`src/rtl/instr_fetch_if.sv`:
```
// Fetch-unit bus: instruction memory port, redirect request, and the
// valid/ready buffer head toward decode.
interface instr_fetch_if #(
   parameter int DATA_WIDTH = 32
);
   logic [DATA_WIDTH-1:0] imem_addr_o;
   logic [DATA_WIDTH-1:0] imem_instr_i;
   logic                  redirect_i;
   logic [DATA_WIDTH-1:0] redirect_pc_i;
   logic                  instr_valid_o;
   logic                  instr_ready_i;
   logic [DATA_WIDTH-1:0] instr_o;
   logic [DATA_WIDTH-1:0] pc_o;
   logic                  halted_o;

   modport master (
      output imem_addr_o,
      input  imem_instr_i,
      input  redirect_i,
      input  redirect_pc_i,
      output instr_valid_o,
      input  instr_ready_i,
      output instr_o,
      output pc_o,
      output halted_o
   );

   modport slave (
      input  imem_addr_o,
      output imem_instr_i,
      output redirect_i,
      output redirect_pc_i,
      input  instr_valid_o,
      output instr_ready_i,
      input  instr_o,
      input  pc_o,
      input  halted_o
   );
endinterface

```
`src/rtl/instr_fetch.sv`:
```
// Instruction fetch: PC register feeding a small in-order buffer of {pc, instr}
// entries, with redirect flush and halt on EBREAK.
module instr_fetch #(
   parameter int                    DATA_WIDTH = 32,
   parameter logic [DATA_WIDTH-1:0] RESET_PC   = '0,
   parameter int                    FIFO_DEPTH = 2
) (
   input logic           clk,
   input logic           rst_n,
   instr_fetch_if.master bus
);
   localparam int PW = $clog2(FIFO_DEPTH);
   localparam int CW = PW + 1;
   localparam logic [CW-1:0]         DEPTH_C = CW'(FIFO_DEPTH);
   localparam logic [DATA_WIDTH-1:0] EBREAK  = DATA_WIDTH'(32'h0010_0073);
   localparam logic [0:0] ST_FETCH = 1'b0;
   localparam logic [0:0] ST_HALT  = 1'b1;

   logic [0:0]            state_reg;
   logic [DATA_WIDTH-1:0] pc_reg;
   logic [CW-1:0]         count_reg;
   logic [PW-1:0]         rd_ptr_reg;
   logic [PW-1:0]         wr_ptr_reg;
   logic [DATA_WIDTH-1:0] pc_mem    [FIFO_DEPTH];
   logic [DATA_WIDTH-1:0] instr_mem [FIFO_DEPTH];

   logic                  pop;
   logic                  enq;
   logic [DATA_WIDTH-1:0] redirect_target;

   assign bus.imem_addr_o   = pc_reg;
   assign bus.instr_valid_o = (count_reg != '0);
   assign bus.instr_o       = instr_mem[rd_ptr_reg];
   assign bus.pc_o          = pc_mem[rd_ptr_reg];
   assign bus.halted_o      = (state_reg == ST_HALT);

   // Redirect wins over everything: a same-cycle handshake is not a consume.
   assign pop = bus.instr_valid_o && bus.instr_ready_i && !bus.redirect_i;
   assign enq = (state_reg == ST_FETCH) && ((count_reg < DEPTH_C) || pop)
                && !bus.redirect_i;
   assign redirect_target = {bus.redirect_pc_i[DATA_WIDTH-1:2], 2'b00};

   always_ff @(posedge clk or negedge rst_n) begin
      if (!rst_n) begin
         state_reg  <= ST_FETCH;
         pc_reg     <= RESET_PC;
         count_reg  <= '0;
         rd_ptr_reg <= '0;
         wr_ptr_reg <= '0;
      end else if (bus.redirect_i) begin
         state_reg  <= ST_FETCH;
         pc_reg     <= redirect_target;
         count_reg  <= '0;
         rd_ptr_reg <= '0;
         wr_ptr_reg <= '0;
      end else begin
         count_reg <= count_reg + CW'(enq) - CW'(pop);
         if (pop) begin
            rd_ptr_reg <= rd_ptr_reg + PW'(1);
         end
         if (enq) begin
            wr_ptr_reg <= wr_ptr_reg + PW'(1);
            pc_reg     <= pc_reg + DATA_WIDTH'(4);
            if (bus.imem_instr_i == EBREAK) begin
               state_reg <= ST_HALT;
            end
         end
      end
   end

   // Entries are cleared on reset so the head reads zero while empty after reset.
   genvar gi;
   generate
      for (gi = 0; gi < FIFO_DEPTH; gi++) begin : g_entry
         always_ff @(posedge clk or negedge rst_n) begin
            if (!rst_n) begin
               pc_mem[gi]    <= '0;
               instr_mem[gi] <= '0;
            end else if (enq && (wr_ptr_reg == PW'(gi))) begin
               pc_mem[gi]    <= pc_reg;
               instr_mem[gi] <= bus.imem_instr_i;
            end
         end
      end
   endgenerate
endmodule

```
`src/flat_wrapper.sv`:
```
// flat-port wrapper written by rule: the top's interface ports become plain ports
module instr_fetch_flat 
#(
   parameter int                    DATA_WIDTH = 32,
   parameter logic [DATA_WIDTH-1:0] RESET_PC   = '0,
   parameter int                    FIFO_DEPTH = 2
)
  (clk, rst_n, bus_imem_addr_o, bus_imem_instr_i, bus_redirect_i, bus_redirect_pc_i, bus_instr_valid_o, bus_instr_ready_i, bus_instr_o, bus_pc_o, bus_halted_o);
  instr_fetch_if #(.DATA_WIDTH(DATA_WIDTH)) bus_i ();
  input logic clk;
  input logic rst_n;
  output wire logic [$bits(bus_i.imem_addr_o)-1:0] bus_imem_addr_o;
  input wire logic [$bits(bus_i.imem_instr_i)-1:0] bus_imem_instr_i;
  input wire logic [$bits(bus_i.redirect_i)-1:0] bus_redirect_i;
  input wire logic [$bits(bus_i.redirect_pc_i)-1:0] bus_redirect_pc_i;
  output wire logic [$bits(bus_i.instr_valid_o)-1:0] bus_instr_valid_o;
  input wire logic [$bits(bus_i.instr_ready_i)-1:0] bus_instr_ready_i;
  output wire logic [$bits(bus_i.instr_o)-1:0] bus_instr_o;
  output wire logic [$bits(bus_i.pc_o)-1:0] bus_pc_o;
  output wire logic [$bits(bus_i.halted_o)-1:0] bus_halted_o;
  assign bus_imem_addr_o = bus_i.imem_addr_o;
  assign bus_i.imem_instr_i = bus_imem_instr_i;
  assign bus_i.redirect_i = bus_redirect_i;
  assign bus_i.redirect_pc_i = bus_redirect_pc_i;
  assign bus_instr_valid_o = bus_i.instr_valid_o;
  assign bus_i.instr_ready_i = bus_instr_ready_i;
  assign bus_instr_o = bus_i.instr_o;
  assign bus_pc_o = bus_i.pc_o;
  assign bus_halted_o = bus_i.halted_o;
  instr_fetch #(.DATA_WIDTH(DATA_WIDTH), .RESET_PC(RESET_PC), .FIFO_DEPTH(FIFO_DEPTH)) u_core (.clk(clk), .rst_n(rst_n), .bus(bus_i));
endmodule
```
`config.mk`:
```
export PLATFORM = sky130hd
export DESIGN_NAME = instr_fetch_flat
export DESIGN_NICKNAME = d
export VERILOG_FILES = /design/src/rtl/instr_fetch_if.sv /design/src/rtl/instr_fetch.sv /design/src/flat_wrapper.sv
export SDC_FILE = /design/constraint.sdc
export NUM_CORES = 1
export LEC_CHECK = 0
export ABC_AREA = 1
export CORE_MARGIN = 5
export CORE_UTILIZATION = 56
export CTS_BUF_LIST = sky130_fd_sc_hd__clkbuf_8 sky130_fd_sc_hd__clkbuf_16
export CTS_CLUSTER_DIAMETER = 100
export DETAILED_ROUTE_END_ITERATION = 8
export MAX_ROUTING_LAYER = met4
export PLACE_DENSITY = 0.86
export SLEW_MARGIN = 20
export SYNTH_ARGS = -nofsm -noshare
export SYNTH_HDL_FRONTEND = slang
export SYNTH_SLANG_ARGS = --single-unit
```
`constraint.sdc`:
```
create_clock -name clk -period 4.1 [get_ports clk]
set_input_delay 0.82 -clock clk [delete_from_list [all_inputs] [get_ports clk]]
set_output_delay 0.82 -clock clk [all_outputs]
set_load 0.01 [all_outputs]
```
# Word-level counts from Yosys, hierarchy flattened
# Cells that the tools add are included.
# classes
add_sub_neg	5
order_cmp	2
n_eq_ne	1
muxes	16
bitwise_logic	3
reduce_logical	13
# ops
cell	n
32-bit 2-to-1 mux	8
32-bit by 3-bit adder with 32-bit output, second input constant	1
32-bit by 21-bit equality test with 1-bit output, second input constant	1
2-bit nonzero test	4
1-bit 2-to-1 mux	7
1-bit logical AND	6
1-bit adder, second input constant	2
2-bit by 1-bit adder with 2-bit output	1
2-bit >= comparator, second input constant	1
2-bit less-than comparator, second input constant	1
2-bit 2-to-1 mux	1
1-bit NOT	2
1-bit NOT with 2-bit output	1
2-bit AND reduction	1
2-bit by 1-bit subtractor with 2-bit output	1
1-bit logical NOT	1
1-bit logical OR	1
# totals
ff_bits	165
inputBits	68
out_inout_bits	98

# Logic depth before layout (Yosys ltp)
# Gate-level depths: netlist of the first run.
# depth
depth_word	9
ltp_mapped	10
mapped_depth_nobuf	10

# Worst setup path after synthesis of the first run
# Ideal clock, no wire load.
# synth_path
path_kind	input -> register
start	in bus_redirect_i
end	reg u_core.count_reg[1]
t_arrival_ps	2091
t_required_ps	3968
slack_ps	1878
cell_stages	8
path_buffers	2
path_cell_list	clkbuf_1 > clkbuf_1 > nor2_1 > ha_1 > inv_1 > ha_1 > xor2_1 > nor2_1
# synth_between
elab_chain_len	8
# synth_rtl
element	line_no	source
start, declared	flat_wrapper.sv:14	input wire logic [$bits(bus_i.redirect_i)-1:0] bus_redirect_i;
1-bit logical NOT	instr_fetch.sv:38, instr_fetch.sv:40	
1-bit logical AND	instr_fetch.sv:38	assign pop = bus.instr_valid_o && bus.instr_ready_i && !bus.redirect_i;
1-bit logical OR	instr_fetch.sv:39	assign enq = (state_reg == ST_FETCH) && ((count_reg < DEPTH_C) || pop)
1-bit logical AND	instr_fetch.sv:39	
1-bit logical AND	instr_fetch.sv:40	&& !bus.redirect_i;
2-bit by 1-bit adder with 2-bit output	instr_fetch.sv:57	count_reg <= count_reg + CW'(enq) - CW'(pop);
2-bit by 1-bit subtractor with 2-bit output	instr_fetch.sv:57	
2-bit 2-to-1 mux (*)	instr_fetch.sv:50	end else if (bus.redirect_i) begin
end signal, assigned	instr_fetch.sv:57	
end, declared	instr_fetch.sv:21	logic [CW-1:0] count_reg;
# Every way passes the cells marked *; elsewhere a longest branch is shown, timed or not.
# A chain may end at the register's enable or synchronous reset.

# Final worst setup path of the first run
# layout_path
start	reg u_core.rd_ptr_reg
end	out bus_pc_o[15]
# layout_between
elab_chain_len	4
# layout_rtl
element	line_no	source
start, declared	instr_fetch.sv:22	logic [PW-1:0] rd_ptr_reg;
start signal, assigned	instr_fetch.sv:59	rd_ptr_reg <= rd_ptr_reg + PW'(1);
1-bit NOT with 2-bit output (not written as such)	instr_fetch.sv:34	assign bus.pc_o = pc_mem[rd_ptr_reg];
32-bit 2-to-1 mux (not written as such) (3 in a row)	instr_fetch.sv:34	
end, declared	flat_wrapper.sv:19	output wire logic [$bits(bus_i.pc_o)-1:0] bus_pc_o;
# No other way between the ends. The select of a mux whose other input is x is not followed.

==> results of run 1 <==
## how the worst max path moves through the flow
stage,from,to,slack [ns]
2_1_floorplan,bus_redirect_i,u_core.count_reg[1],1.88
3_5_place_dp,bus_redirect_i,u_core.bus.imem_addr_o[22],0.96
5_1_grt,u_core.rd_ptr_reg,bus_pc_o[15],0.85
6_report,u_core.rd_ptr_reg,bus_pc_o[15],0.96
4_1_cts,u_core.rd_ptr_reg,bus_pc_o[15],0.92
3_3_place_gp,bus_redirect_i,u_core.bus.imem_addr_o[23],0.98
## kinds of logic (layout without fill, tap and decap cells)
| kind of cell | after synthesis | count (layout) |
|---|---|---|
| buf+inv | 109 | 246 |
| flops | 159 | 159 |
| compound gates | 22 | 22 |
| other cells | 1 | 4 |
| simple gates | 853 | 853 |
| fa+ha+maj | 3 | 3 |
| xor+xnor | 11 | 11 |
## per-stage QoR
| stage | utilization [%] | worst slack [ns] | cell area [sq um] | hold WS, ns | power [uW] |
|---|---|---|---|---|---|
| 2_1_floorplan | - | 1.88 | 8340 | 0.442 | 4560 |
| 3_3_place_gp | 67.7 | 0.980 | 9830 | 0.453 | 5910 |
| 3_5_place_dp | 67.7 | 0.961 | 9830 | 0.458 | 6010 |
| 4_1_cts | 71.5 | 0.919 | 10400 | 0.473 | 7530 |
| 5_1_grt | 71.5 | 0.852 | 10400 | 0.486 | 8040 |
| 6_report | 71.5 | 0.957 | 10400 | 0.468 | 7500 |
## worst max-delay path: cells and delay by family (launching register included)
family | cells | cell delay (ns)
simple gates | 2 | 0.17
flops | 1 | 0.40
buf+inv | 3 | 1.32
## per-layer routing
layer	track usage (%)	wire [um]	up-vias
met1	35.4	9690	3738
met2	41.3	10600	329
met4	9.31	563	0
li1	-	-	3870
met3	5.19	1720	49
met5	-	0	-
## cell usage after synthesis, types with 4 or more instances
master	number
nand2_1	593
o21ai_0	11
dfrtp_1	159
inv_1	39
nor2_1	63
or2_2	6
buf_4	4
buf_2	9
a21oi_1	7
clkbuf_1	32
xor2_1	9
nand3_1	180
buf_6	22
## where the power goes
| part | internal (uW) | total [uW] | switching (uW) |
|---|---|---|---|
| registers | 2250 | 2790 | 541 |
| logic | 1440 | 3230 | 1780 |
| clock network | 856 | 1480 | 629 |
| total | 4550 | 7500 | 2950 |
## cell type report
type,count,area share [%]
Clock buffer,19,4.36
Sequential cell,159,38.3
Inverter,41,1.48
Multi-Input combinational cell,893,36.2
Clock inverter,13,0.952
Timing Repair Buffer,173,16.5
Tap cell,184,2.22
==> impl_metrics.json, run 1 <==
{
  "status": "finished, final reports clean",
  "rsz0062_at_grt": "false",
  "wl_mm": 22.6,
  "io_buffers": 159,
  "synth-simple-area-share_pct": 41.9,
  "rows": 44,
  "synth-edff-count": 0,
  "synthFlopType": "dfrtp_1",
  "crit_required_ns": 3.28,
  "max-slew-margin-rel_pct": 42.7,
  "cts_buffers": 17,
  "area_growth_pct": 24.7,
  "start_util_pct": 57.3,
  "nets": 1356,
  "drv_cap": 0,
  "synth_top_cell_by_area": "dfrtp_1",
  "ant_nets": 0,
  "n_fill_cell": 1161,
  "gp_congestion": 0.900,
  "p_leak_uw": 0.00535,
  "synth_top_family_by_area": "simple AND/OR/NAND/NOR gates",
  "hold_start": "u_core.instr_mem[57]",
  "synth_cells": 1158,
  "synth_area_sq_um": 8330,
  "ys_top_cells_by_area": "dfrtp_1 48%, nand2_1 27%, nand3_1 11%, buf_6 3.0%, nor2_1 2.8%",
  "synth_mux_area_share_pct": 0,
  "power_density_nw_per_um2": 722,
  "setup_viol": 0,
  "chipWidth_um": 132,
  "largest-register": "u_core.instr_mem",
  "grt_max_degree": 94,
  "period_needed_ns": 3.14,
  "critPathArrivalTime_ns": 2.32,
  "period_share_pct": 76.7,
  "cts_root_buffer": "clkbuf_16",
  "cts.sinks": 159,
  "hold_viol_final": 0,
  "antenna_found_initial": 0,
  "h-tree-depth": 4,
  "hp-class": "reg -> reg",
  "hold_depth": 2,
  "synth_top_area_share_pct": 47.8,
  "synth-xor-area-share_pct": 1.16,
  "firstDrtPassIters": 5,
  "cts_tree": "built",
  "die_area_sq_um": 17400,
  "avgSynthCellArea_sq_um": 7.19,
  "ios": 166,
  "dp.cells": 1450,
  "multiInputGateArea_sq_um": 3760,
  "end_kind": "output port",
  "critPathKind": "reg -> out",
  "layout_commonest_cell": "nand2_1",
  "wl_per_cell_um": 15.3,
  "yosysUniqueCellTypes": 29,
  "max_stage_delay_ns": 0.54,
  "dp_hpwl_mm": 14.3,
  "grt_use_total_pct": 26.7,
  "grt_pass1_wl_mm": 37.3,
  "reg2regPathDepth": 9,
  "die_h_um": 132,
  "core_area_sq_um": 14500,
  "final_cell_mix": "593 x nand2_1, 180 x nand3_1, 158 x clkdlybuf4s50_1",
  "post_cts_resized": 0,
  "hold-path-endpoint": "u_core.instr_mem[57]",
  "worst_pin_slew_ns": 0.859,
  "crit_chain": "inv_2, buf_4, nand2_1, nand2_1, clkdlybuf4s50_1",
  "crit_path_top_delay_cell": "clkdlybuf4s50_1",
  "seq_area_sq_um": 3980,
  "overflow": 0,
  "vias": 7986,
  "synth-compound-area-share_pct": 1.44,
  "cts_setup_buffers": 0,
  "r2r_slack_ns": 1.69,
  "synthArstFlopShare_pct": 100,
  "fin_setup_tns_ns": 0,
  "crit_path_start_kind": "flip-flop",
  "synth-seq-area-share_pct": 47.8,
  "largest_reg_flops": 64,
  "clockBufferDepth": 2,
  "finalClockSkew_ns": 0.00611,
  "path_clk_slew_ns": 0.06,
  "cp_common_cell": "nand2_1",
  "drive_above_1_share_pct": 4.62,
  "vias_per_cell": 5.39,
  "antennaDiodeCount": 0,
  "cp_max_fo": 32,
  "final_cells": 1482,
  "drt_iter0_drc": 909,
  "ys_ff_latch": 159,
  "synth-adder-area-share_pct": 0.451,
  "insertion_delay_ns": 0.42,
  "first_global_vias": 7579,
  "reg2reg_to": "u_core.bus.imem_addr_o[20]",
  "cts_hold_buffers": 0,
  "drv_slew": 0,
  "vdd_drop_max_mv": 0.386,
  "drc": 0,
  "max_freq_mhz": 318,
  "reg2reg_from": "u_core.count_reg[1]",
  "yosys_warnings": 0
}
No activity file was read; power rests on OpenSTA's default activity.
==> run 2: changes to the inputs <==
--- a/config.mk
+++ b/config.mk
@@ -7,12 +7,12 @@
 export LEC_CHECK = 0
 export ABC_AREA = 1
 export CORE_MARGIN = 5
-export CORE_UTILIZATION = 56
+export CORE_UTILIZATION = 52
 export CTS_BUF_LIST = sky130_fd_sc_hd__clkbuf_8 sky130_fd_sc_hd__clkbuf_16
 export CTS_CLUSTER_DIAMETER = 100
 export DETAILED_ROUTE_END_ITERATION = 8
 export MAX_ROUTING_LAYER = met4
-export PLACE_DENSITY = 0.86
+export PLACE_DENSITY = 0.8
 export SLEW_MARGIN = 20
 export SYNTH_ARGS = -nofsm -noshare
 export SYNTH_HDL_FRONTEND = slang
==> constraint.sdc (replaced) <==
create_clock -name clk -period 3.1 [get_ports clk]
set_input_delay 0.62 -clock clk [delete_from_list [all_inputs] [get_ports clk]]
set_output_delay 0.62 -clock clk [all_outputs]
set_load 0.01 [all_outputs]
==> impl_metrics.json, run 2 (synthesis gave the netlist of run 1 again) <==
{
  "antennaDiodeCount": 0,
  "cts_setup_buffers": 0,
  "crit_path_top_delay_cell": "clkdlybuf4s50_1",
  "crit_path_start_kind": "flip-flop",
  "finalClockSkew_ns": 0.00913,
  "worst_pin_slew_ns": 0.791,
  "start_util_pct": 52.8,
  "crit_chain": "buf_4, nand2_1, nand2_1, clkdlybuf4s50_1",
  "grt_pass1_wl_mm": 38.1,
  "largest-register": "u_core.instr_mem",
  "die_area_sq_um": 18600,
  "clockBufferDepth": 2,
  "clkPwrFrac_pct": 21.8,
  "wl_per_cell_um": 15.1,
  "critPathKind": "reg -> out",
  "seq_area_sq_um": 3980,
  "drive_above_1_share_pct": 4.99,
  "finalPower_uw": 10200,
  "max_freq_mhz": 354,
  "crit_required_ns": 2.48,
  "hp-class": "in -> async",
  "first_global_vias": 7693,
  "hold_viol_final": 0,
  "sw_frac_of_total_pct": 38.2,
  "cp_common_cell": "nand2_1",
  "cp_max_fo": 34,
  "dp_hpwl_mm": 15.0,
  "p_leak_uw": 0.00542,
  "cts_hold_buffers": 0,
  "final_cells": 1518,
  "path_clk_slew_ns": 0.06,
  "post-route-cell-area_sq_um": 10600,
  "insertion_delay_ns": 0.43,
  "grt_max_degree": 88,
  "drv_cap": 0,
  "seqPwrFrac_pct": 36.0,
  "reg2reg_to": "u_core.bus.imem_addr_o[28]",
  "vias_per_cell": 5.26,
  "critPathLaunch": "u_core.rd_ptr_reg",
  "antenna_found_initial": 0,
  "io_buffers": 159,
  "dp.cells": 1488,
  "fin_setup_tns_ns": 0,
  "place_area_sq_um": 9960,
  "rows": 46,
  "r2r_slack_ns": 0.97,
  "rsz0062_at_grt": "false",
  "post_cts_resized": 0,
  "n_fill_cell": 1375,
  "die_h_um": 137,
  "setup_slack_ns": 0.272,
  "period_needed_ns": 2.83,
  "largest_reg_flops": 64,
  "cts_root_buffer": "clkbuf_16",
  "final_cell_mix": "593 x nand2_1, 180 x nand3_1, 158 x clkdlybuf4s50_1",
  "h-tree-depth": 4,
  "drv_slew": 0,
  "status": "finished, final reports clean",
  "reg2reg_from": "u_core.bus.imem_addr_o[2]",
  "ant_nets": 0,
  "setup_viol": 0,
  "cts_tree": "built",
  "firstDrtPassIters": 5,
  "power_density_nw_per_um2": 967,
  "vdd_drop_max_mv": 0.507,
  "p_comb_share_pct": 42.2,
  "area_growth_pct": 27.1,
  "multiInputGateArea_sq_um": 3760,
  "drt_iter0_drc": 720,
  "wl_mm": 22.9,
  "chipWidth_um": 137,
  "period_share_pct": 91.2,
  "gp_congestion": 0.953,
  "critPathArrivalTime_ns": 2.21,
  "cts_buffers": 17,
  "end_kind": "output port",
  "p_sw_uw": 3910,
  "grt_use_total_pct": 26.5,
  "overflow": 0,
  "max_stage_delay_ns": 0.55,
  "vias": 7989,
  "crit_end": "bus_pc_o[15]",
  "ios": 166,
  "max-slew-margin-rel_pct": 47.2,
  "reg2regPathDepth": 10,
  "place_ws_ns": 0.417,
  "cts.sinks": 159,
  "intPower_uw": 6320,
  "layout_commonest_cell": "nand2_1",
  "core_area_sq_um": 15800,
  "nets": 1362,
  "drc": 0
}
run 2: changes by cell type in the layout (fill, tap and decap cells not counted), sizes merged:
| cell | before | now |
|---|---|---|
| buf | 15 | 21 |
| clkbuf | 19 | 20 |
| clkinvlp | 3 | 2 |
| bufinv | 1 | 4 |
| clkinv | 7 | 2 |
run 2: per-layer routing:
layer  routed length, um  up-vias  global-route usage, %
met3                1740       40                   5.15
li1                    -     3880                      -
met2               10800      342                   40.2
met4                 482        0                   9.13
met5                   0        -                      -
met1                9870     3727                   35.8
run 2: worst min path at each step:
stage / startpoint / endpoint / slack (ns)
floorplan: rst_n / u_core.bus.halted_o / 0.32
global placement: u_core.instr_mem[53] / u_core.instr_mem[53] / 0.45
detailed placement: u_core.pc_mem[30] / u_core.pc_mem[30] / 0.46
CTS: rst_n / u_core.instr_mem[58] / 0.22
global route: rst_n / u_core.instr_mem[28] / 0.25
finish: rst_n / u_core.instr_mem[28] / 0.20
run 2: stage by stage:
step	util (%)	hold WS (ns)
after floorplan	-	0.324
after global placement	63.1	0.453
after detailed placement	63.1	0.458
after CTS	67.1	0.221
after global routing	67.1	0.253
final	67.1	0.196
run 2: worst max-delay path, delay by kind of cell, from the launching register on:
kind	cells	cell delay, ns
buffers and inverters	2	1.00
DFF	1	0.53
and+or+nand+nor	2	0.24
run 2: cell type report:
type                    instances  area share, %
repair buffers                179           16.9
clock inverters                10           1.53
well taps                     216           2.55
flip-flops and latches        159           37.6
clock buffers                  20           4.41
multi-input cells             893           35.5
inverters                      41           1.45
run 2: power by group through the flow:
stage | clock, uW | sequential (uW) | combinational (uW)
floorplan | 0 | 3510 | 2510
global route | 2340 | 3800 | 4860
detailed placement | 0 | 3680 | 4340
finish | 2240 | 3680 | 4320
CTS | 2260 | 3660 | 4370
global placement | 0 | 3640 | 4250
